--- config.mk ---
export PLATFORM = sky130hd
export DESIGN_NAME = uart_tx_fifo
export DESIGN_NICKNAME = d
export VERILOG_FILES = /design/src/rtl/uart_tx_fifo.sv
export SDC_FILE = /design/constraint.sdc
export NUM_CORES = 1
export LEC_CHECK = 0
export CAP_MARGIN = 0
export CORE_ASPECT_RATIO = 0.5
export CORE_UTILIZATION = 50
export DETAILED_ROUTE_END_ITERATION = 16
export MAX_ROUTING_LAYER = met4
export PLACE_DENSITY = 0.77
export SYNTH_ARGS = -nofsm -noshare
export SYNTH_HDL_FRONTEND = slang
export SYNTH_SLANG_ARGS = --single-unit
--- constraint.sdc ---
create_clock -name clk -period 3.49 [get_ports clk]
set_input_delay 0.8725 -clock clk [delete_from_list [all_inputs] [get_ports clk]]
set_output_delay 0.8725 -clock clk [all_outputs]
set_load 0.02 [all_outputs]
--- src/rtl/uart_tx_fifo.sv ---
// Buffered UART transmitter: a circular FIFO feeding an LSB-first serialiser
// with optional parity and one or two stop bits.
module uart_tx_fifo #(
  parameter int CLK_FREQ     = 100000000,
  parameter int BAUD_RATE    = 115200,
  parameter int CLKS_PER_BIT = CLK_FREQ / BAUD_RATE,
  parameter int DATA_BIT     = 8,
  parameter int FIFO_DEPTH   = 16,
  parameter int PARITY_EN    = 0,
  parameter int PARITY_ODD   = 0,
  parameter int STOP_BITS    = 1
) (
  input  logic                          clk,
  input  logic                          reset,
  input  logic [DATA_BIT-1:0]           tx_data,
  input  logic                          tx_valid,
  output logic                          tx_ready,
  output logic                          tx,
  output logic                          busy,
  output logic                          tx_done,
  output logic [$clog2(FIFO_DEPTH):0]   fifo_count
);

  localparam int PTR_W     = $clog2(FIFO_DEPTH);
  localparam int STOP_CLKS = STOP_BITS * CLKS_PER_BIT;
  localparam int CNT_W     = $clog2(STOP_CLKS + 1);
  localparam int IDX_W     = $clog2(DATA_BIT + 1);

  typedef enum logic [2:0] {IDLE, START, DATA, PARITY, STOP} state_t;

  state_t               state;
  state_t               next_state;
  logic [DATA_BIT-1:0]  mem [FIFO_DEPTH];
  logic [PTR_W-1:0]     wr_ptr;
  logic [PTR_W-1:0]     rd_ptr;
  logic [DATA_BIT-1:0]  head;
  logic [DATA_BIT-1:0]  shift_reg;
  logic                 parity_bit;
  logic [CNT_W-1:0]     clk_cnt;
  logic [IDX_W-1:0]     bit_idx;
  logic                 push;
  logic                 pop;
  logic                 bit_end;
  logic                 last_data;
  logic                 fifo_empty;
  logic                 tx_next;
  logic                 done_next;

  assign head       = mem[rd_ptr];
  assign fifo_empty = (fifo_count == '0);
  assign tx_ready   = (fifo_count != (PTR_W + 1)'(FIFO_DEPTH));
  assign push       = tx_valid && tx_ready;
  assign busy       = (state != IDLE);
  assign last_data  = (bit_idx == IDX_W'(DATA_BIT - 1));

  // The stop phase is timed as one long interval covering all stop bits.
  always_comb begin
    bit_end = 1'b0;
    case (state)
      IDLE:    bit_end = 1'b0;
      STOP:    bit_end = (clk_cnt == CNT_W'(STOP_CLKS - 1));
      default: bit_end = (clk_cnt == CNT_W'(CLKS_PER_BIT - 1));
    endcase
  end

  always_ff @(posedge clk) begin
    if (push) begin
      mem[wr_ptr] <= tx_data;
    end
  end

  always_ff @(posedge clk or negedge reset) begin
    if (!reset) begin
      wr_ptr     <= '0;
      rd_ptr     <= '0;
      fifo_count <= '0;
    end else begin
      if (push) begin
        wr_ptr <= wr_ptr + 1'b1;
      end
      if (pop) begin
        rd_ptr <= rd_ptr + 1'b1;
      end
      case ({push, pop})
        2'b10:   fifo_count <= fifo_count + 1'b1;
        2'b01:   fifo_count <= fifo_count - 1'b1;
        default: fifo_count <= fifo_count;
      endcase
    end
  end

  always_ff @(posedge clk or negedge reset) begin
    if (!reset) begin
      state <= IDLE;
    end else begin
      state <= next_state;
    end
  end

  always_comb begin
    next_state = state;
    case (state)
      IDLE:   if (!fifo_empty) next_state = START;
      START:  if (bit_end) next_state = DATA;
      DATA:   if (bit_end && last_data) next_state = (PARITY_EN != 0) ? PARITY : STOP;
      PARITY: if (bit_end) next_state = STOP;
      STOP:   if (bit_end) next_state = fifo_empty ? IDLE : START;
      default: next_state = IDLE;
    endcase
  end

  // tx is registered, so this block computes the level for the next bit period.
  always_comb begin
    pop       = 1'b0;
    tx_next   = tx;
    done_next = 1'b0;
    case (state)
      IDLE: begin
        tx_next = 1'b1;
        if (!fifo_empty) begin
          pop     = 1'b1;
          tx_next = 1'b0;
        end
      end
      START: begin
        if (bit_end) tx_next = shift_reg[0];
      end
      DATA: begin
        if (bit_end) begin
          if (last_data) tx_next = (PARITY_EN != 0) ? parity_bit : 1'b1;
          else           tx_next = shift_reg[1];
        end
      end
      PARITY: begin
        if (bit_end) tx_next = 1'b1;
      end
      STOP: begin
        if (bit_end) begin
          done_next = 1'b1;
          if (!fifo_empty) begin
            pop     = 1'b1;
            tx_next = 1'b0;
          end else begin
            tx_next = 1'b1;
          end
        end
      end
      default: tx_next = 1'b1;
    endcase
  end

  always_ff @(posedge clk or negedge reset) begin
    if (!reset) begin
      tx         <= 1'b1;
      tx_done    <= 1'b0;
      clk_cnt    <= '0;
      bit_idx    <= '0;
      shift_reg  <= '0;
      parity_bit <= 1'b0;
    end else begin
      tx      <= tx_next;
      tx_done <= done_next;
      if (state == IDLE || bit_end) clk_cnt <= '0;
      else                          clk_cnt <= clk_cnt + 1'b1;
      if (state != DATA)  bit_idx <= '0;
      else if (bit_end)   bit_idx <= bit_idx + 1'b1;
      if (pop) begin
        shift_reg  <= head;
        parity_bit <= (^head) ^ (PARITY_ODD != 0);
      end else if (state == DATA && bit_end) begin
        shift_reg <= shift_reg >> 1;
      end
    end
  end

endmodule

; After elaboration in Yosys (flattened, before gate mapping)
; Memories as Yosys holds them, arrays and structs flattened.
; Cells that the tools add are included.
[op_classes]
addsub = 6
n_mux = 28
eq_ne = 16
reduce_logical = 12
[ops]
columns = cell, n
row1 = $mux W8, 2
row2 = $mux W3, 5
row3 = $pmux W3 S5, 1
row4 = $mux W1, 14
row5 = $add A4 B1 Y4 const B, 3
row6 = $ne A2 B2 Y1 const B, 6
row7 = $add A10 B1 Y10 const B, 1
row8 = $eq A10 B10 Y1 const B, 1
row9 = $mux W10, 1
row10 = $pmux W5 S2, 1
row11 = $mux W4, 2
row12 = $eq A3 B2 Y1 const B, 2
row13 = $reduce_bool A2 Y1, 3
row14 = $add A5 B1 Y5 const B, 1
row15 = $logic_not A5 Y1, 1
row16 = $ne A5 B5 Y1 const B, 1
row17 = $pmux W1 S5, 1
row18 = $reduce_and A5 Y1, 1
row19 = $sub A5 B1 Y5 const B, 1
row20 = $eq A4 B3 Y1 const B, 1
row21 = $reduce_and A4 Y1, 1
row22 = $eq A3 B1 Y1 const B, 1
row23 = $eq A3 B3 Y1 const B, 1
row24 = $logic_and A1 B1 Y1, 3
row25 = 7 further kinds, 7
[word_totals]
out_inout_bits = 9
in_bits = 11
elab_cells = 72
n_memories = 1
ff_bits = 40
mem_bits_rw = 128
[memory_table]
columns = memory, depth, width, read_ports, rd_ports_with_merged_regs, wr, line
row1 = mem, 16, 8, 1, 0, 1, 33  ; logic [DATA_BIT-1:0] mem [FIFO_DEPTH];

; Longest topological paths before layout
[depth]
ltp_word = 6
depth_mapped = 14
depth_no_buf = 11

; Worst setup path before layout
; OpenSTA, ideal clock, no wires.
[synth_path]
path_type = reg-to-reg
from = register clk_cnt[0]
to = register fifo_count[2]
n_path_buf = 2
arrival_time_ns = 2.864
setup_ns = 0.079
synth_period_minus_slack_ns = 2.943
slack_ns = 0.547
path_stages_with_launch = 14
t_required_ns = 3.411
cell_sequence = dfrtp_1 > ha_1 > nor3b_1 > a31oi_1 > nor3_1 > buf_2 > ha_1 > buf_6 > xor2_1 > ha_1 > a21oi_1 > and3_1 > nor3_1 > xor2_1
[synth_via]
elab_chain_cells = 6
elab_cells_between_ends = 8
cone_classes = 3 x eq/ne / 4 x mux / 1 x reduce/logical
[synth_rtl]
columns = element, line
row1 = start: declaration, 39  ; logic [CNT_W-1:0] clk_cnt;
row2 = start signal: assignment, 164  ; else clk_cnt <= clk_cnt + 1'b1;
row3 = $eq A10 B10 Y1 *, "61, 62"
row4 = $mux W1 *, n/a
row5 = $mux W1 *, 138  ; if (bit_end) begin
row6 = $pmux W1 S2 *, 117  ; case (state)
row7 = named net pop, 42  ; logic pop;
row8 = $eq A2 B1 Y1 / $eq A2 B2 Y1 (equally long branches), 84  ; case ({push, pop})
row9 = $pmux W5 S2 / $reduce_bool A2 Y1 (equally long branches), n/a
row10 = end signal: assignment, 85  ; 2'b10: fifo_count <= fifo_count + 1'b1;
row11 = end signal: assignment, 86  ; 2'b01: fifo_count <= fifo_count - 1'b1;
row12 = end signal: assignment, 87  ; default: fifo_count <= fifo_count;
row13 = end: declaration, 21  ; output logic [$clog2(FIFO_DEPTH):0] fifo_count
; The timed path passes the listed nets; every way through them passes the cells marked *.
; A chain may end at the register's enable or synchronous reset.

; Worst setup path in the final report
[layout_path]
from = register fifo_count[1]
to = output port tx_ready
[layout_via]
elab_chain_cells = 1
[layout_rtl]
columns = element, line
row1 = $ne A5 B5 Y1, 51  ; assign tx_ready = (fifo_count != (PTR_W + 1)'(FIFO_DEPTH));
row2 = end: declaration, 17  ; output logic tx_ready,
; No other way between the ends.

==> flow_summary_export.csv <==
group,metric,value,unit
worst_setup_path,critPathMaxStageDelay,580,ps
pwr,switching_share,26.2,%
cells_and_area,fin_cells,678,
drt,drt-wirelength-per-cell,20.6,um
pwr,power,4.90,mW
clock_network,clk_pin_slew,60,ps
drt,first_pass_iters,5,
placed_design,numPortBuffers,19,
worst_setup_path,endpoint_kind,"output pin",
cells_and_area,nFillCells,976,
worst_setup_path,crit_required,2620,ps
pwr,seq_power_share,50.8,%
sta,skew,11.7,ps
worst_setup_path,regToRegStartpoint,"fifo_count[1]$_DFFE_PN0P_",
pwr,p_int,3.61,mW
logic_synthesis,yosys.area.top_type_share,53.5,%
drt,drc,0,
die,die_area,14900,um2
logic_synthesis,synth_area,7180,um2
sta,tightest_slew,963,ps
pwr,clkPwrFrac,37.0,%
drt,via_per_inst,5.78,
cells_and_area,largest_register_ffs,128,
worst_setup_path,crit_type,"reg -> out",
logic_synthesis,yosysSeqAreaShare,67.5,%
placed_design,dp_cells,646,
die,die_x,171,um
die,io_pins,20,
sta,timing.slew.headroom,35.8,%
die,die_y,86.7,um
clock_network,cts_resized,0,
cells_and_area,regArea,4850,um2
job,cap_violations,0,
worst_hold_path,min_path_type,"reg -> reg",
placed_design,dp_hpwl,8780,um
logic_synthesis,syn_nets,456,
pwr,combPwrFrac,12.1,%
sta,hold_violations,0,
placed_design,pre_cts_ws,271,ps
die,row_count,30,
cells_and_area,antenna_cells,0,
clock_network,htree_levels,4,
global_route,grt_max_degree,41,
worst_setup_path,crit_slowest_cell,"or4_4",
sta,maxSlewViolCount,0,
clock_network,cts_hold_buf,0,
sta,timing.setup.tns,0,ps
clock_network,cts_sinks,168,
global_route,antenna_found_initial,0,
pwr,power.switching,1.28,mW
logic_synthesis,async_flop_share,23.8,%
worst_setup_path,cp-startpoint,"fifo_count[1]$_DFFE_PN0P_",
worst_setup_path,start_kind,"register",
sta,fin_crit_sh,89.4,%
clock_network,tritoncts,"done",
global_route,grt_overflow,0,
logic_synthesis,syn_inst,435,
worst_hold_path,hp-start,"clk_cnt[0]$_DFF_PN0_",
drt,route.vias.total,3922,
logic_synthesis,synthTopCellsByArea,"edfxtp_1 (54%), dfrtp_1 (14%), mux4_2 (10%), mux2i_1 (3.9%), ha_1 (1.7%)",
sta,rsz0062_at_grt,"no",
die,initial_core_util,52.1,%
clock_network,postCtsSetupBuffers,0,
logic_synthesis,synthFlopType,"edfxtp_1",
sta,fmax,321,MHz
clock_network,clkLatencyLatePin,430,ps
worst_setup_path,path_max_fanout,8,
cells_and_area,nNetsFinal,494,
global_route,grt_pass1_wl,22300,um
global_route,grt_pass1_vias,3949,
cells_and_area,multi_input_area,2150,um2
logic_synthesis,synth.ff_latch_count,168,
pwr,powerDensity,596,nW/um2
worst_setup_path,crit_path_cell_trace,"or4_4, or2_4, clkdlybuf4s50_1",
sta,fin_ws,371,ps
cells_and_area,drive_gt1_share,21.4,%
sta,layout_min_cycle_time,3120,ps
pwr,ir_worst_vdd,0.356,mV
logic_synthesis,synth-edff-count,128,
logic_synthesis,yosysWarnings,0,
worst_setup_path,worst-r2r-setup-slack,400,ps
drt,ant_nets,0,
drt,drt-initial-drc-count,381,
cells_and_area,area_delta_synth_final,14.4,%
clock_network,cts_made_buffers,17,
worst_setup_path,worstRegToRegCells,10,
logic_synthesis,netlist.top_cell.by_area,"edfxtp_1",
global_route,grt_usage,21.6,%
cells_and_area,fin_util,59.6,%
clock_network,cts-root-buf,"clkbuf_16",
worst_hold_path,min_path_cells,1,
drt,wirelength,14000,um
clock_network,clock_path_buffers,2,
worst_setup_path,arrival,2250,ps
sta,setup-violations-final,0,
logic_synthesis,synth.avg_cell_area,16.5,um2
die,core_area,13800,um2
placed_design,place_congestion,0.899,
status,outcome,"finished, final reports clean",
logic_synthesis,ys_types,56,
pwr,leakagePower,2.82,nW
## metal layers
layer	global-route usage [%]	vias to the layer above	part of all wire (%)
li1	-	1762	-
met1	28.0	2020	44
met2	33.8	121	49
met3	4.52	19	5.2
met4	8.28	0	1.9
met5	-	-	0
## cell usage in the layout, fill, tap and decap left out, types with 4 or more instances in the layout
cell type / netlist / final
xor2_1: 12 / 12
a21oi_1: 14 / 14
dfrtp_1: 39 / 38
nor2_1: 28 / 28
nor3_1: 16 / 15
and3_1: 5 / 5
ha_1: 10 / 10
mux2i_1: 28 / 28
nand4_1: 7 / 7
clkbuf_16: 0 / 17
clkdlybuf4s50_1: 0 / 18
o21ai_0: 5 / 5
edfxtp_1: 128 / 128
inv_1: 8 / 8
nand2_1: 19 / 19
nand2b_1: 4 / 4
xnor2_1: 8 / 8
buf_4: 2 / 21
nand3_1: 6 / 6
mux4_2: 33 / 33
inv_6: 0 / 5
## worst paths after layout
kind,endpoint
worst max-delay path,tx_ready
worst min-delay path,clk_cnt[0]$_DFF_PN0_
worst max register to register,fifo_count[4]$_DFFE_PN0P_
worst min register to register,clk_cnt[0]$_DFF_PN0_
max in group asynchronous,rd_ptr[0]$_DFFE_PN0P_
min in group asynchronous,fifo_count[2]$_DFFE_PN0P_
## worst max-delay path, delay by kind of cell, from the launching register on
kind	cells	cell delay, ps
flops	1	470
simple gates	2	820
buf+inv	1	540
## synthesized netlist by cell type (8+ instances only)
cell and n:
dfrtp_1 39, inv_1 8, edfxtp_1 128, xor2_1 12, nor2_1 28, mux2i_1 28, ha_1 10, nand2_1 19
mux4_2 33, xnor2_1 8, a21oi_1 14, nor3_1 16
## kinds of logic after synthesis
family                   count (synthesis)  synth area share, %
flip-flops                             168                 67.5
multiplexers                            64                 14.7
XOR/XNOR                                20                 2.44
AND/OR/NAND/NOR                        110                 8.19
AO/OA/AOI/OAI                           32                 2.79
buffers and inverters                   31                 2.61
adder cells (fa/ha/maj)                 10                 1.74
## power by group through the flow
| stage | Sequential (mW) | Clock [mW] | Combinational, mW |
|---|---|---|---|
| final | 2.49 | 1.81 | 0.594 |
| after global routing | 2.51 | 1.92 | 0.646 |
| after global placement | 2.52 | 0 | 0.576 |
| after detailed placement | 2.53 | 0 | 0.593 |
| after floorplan | 2.49 | 0 | 0.407 |
| after CTS | 2.49 | 1.83 | 0.597 |
## stage by stage
step	hold slack [ps]	area [um2]
finish	517	8210
global route	545	8210
CTS	507	8210
detailed placement	500	7650
global placement	489	7650
floorplan	454	7180
## layout make-up
cell class / count / area share, %
Sequential cell: 168 / 59.0
Timing Repair Buffer: 41 / 4.42
Multi-Input combinational cell: 236 / 26.2
Tap cell: 192 / 2.93
Inverter: 9 / 0.564
Clock inverter: 14 / 1.66
Clock buffer: 18 / 5.23
No activity file was read; power rests on OpenSTA's default activity.
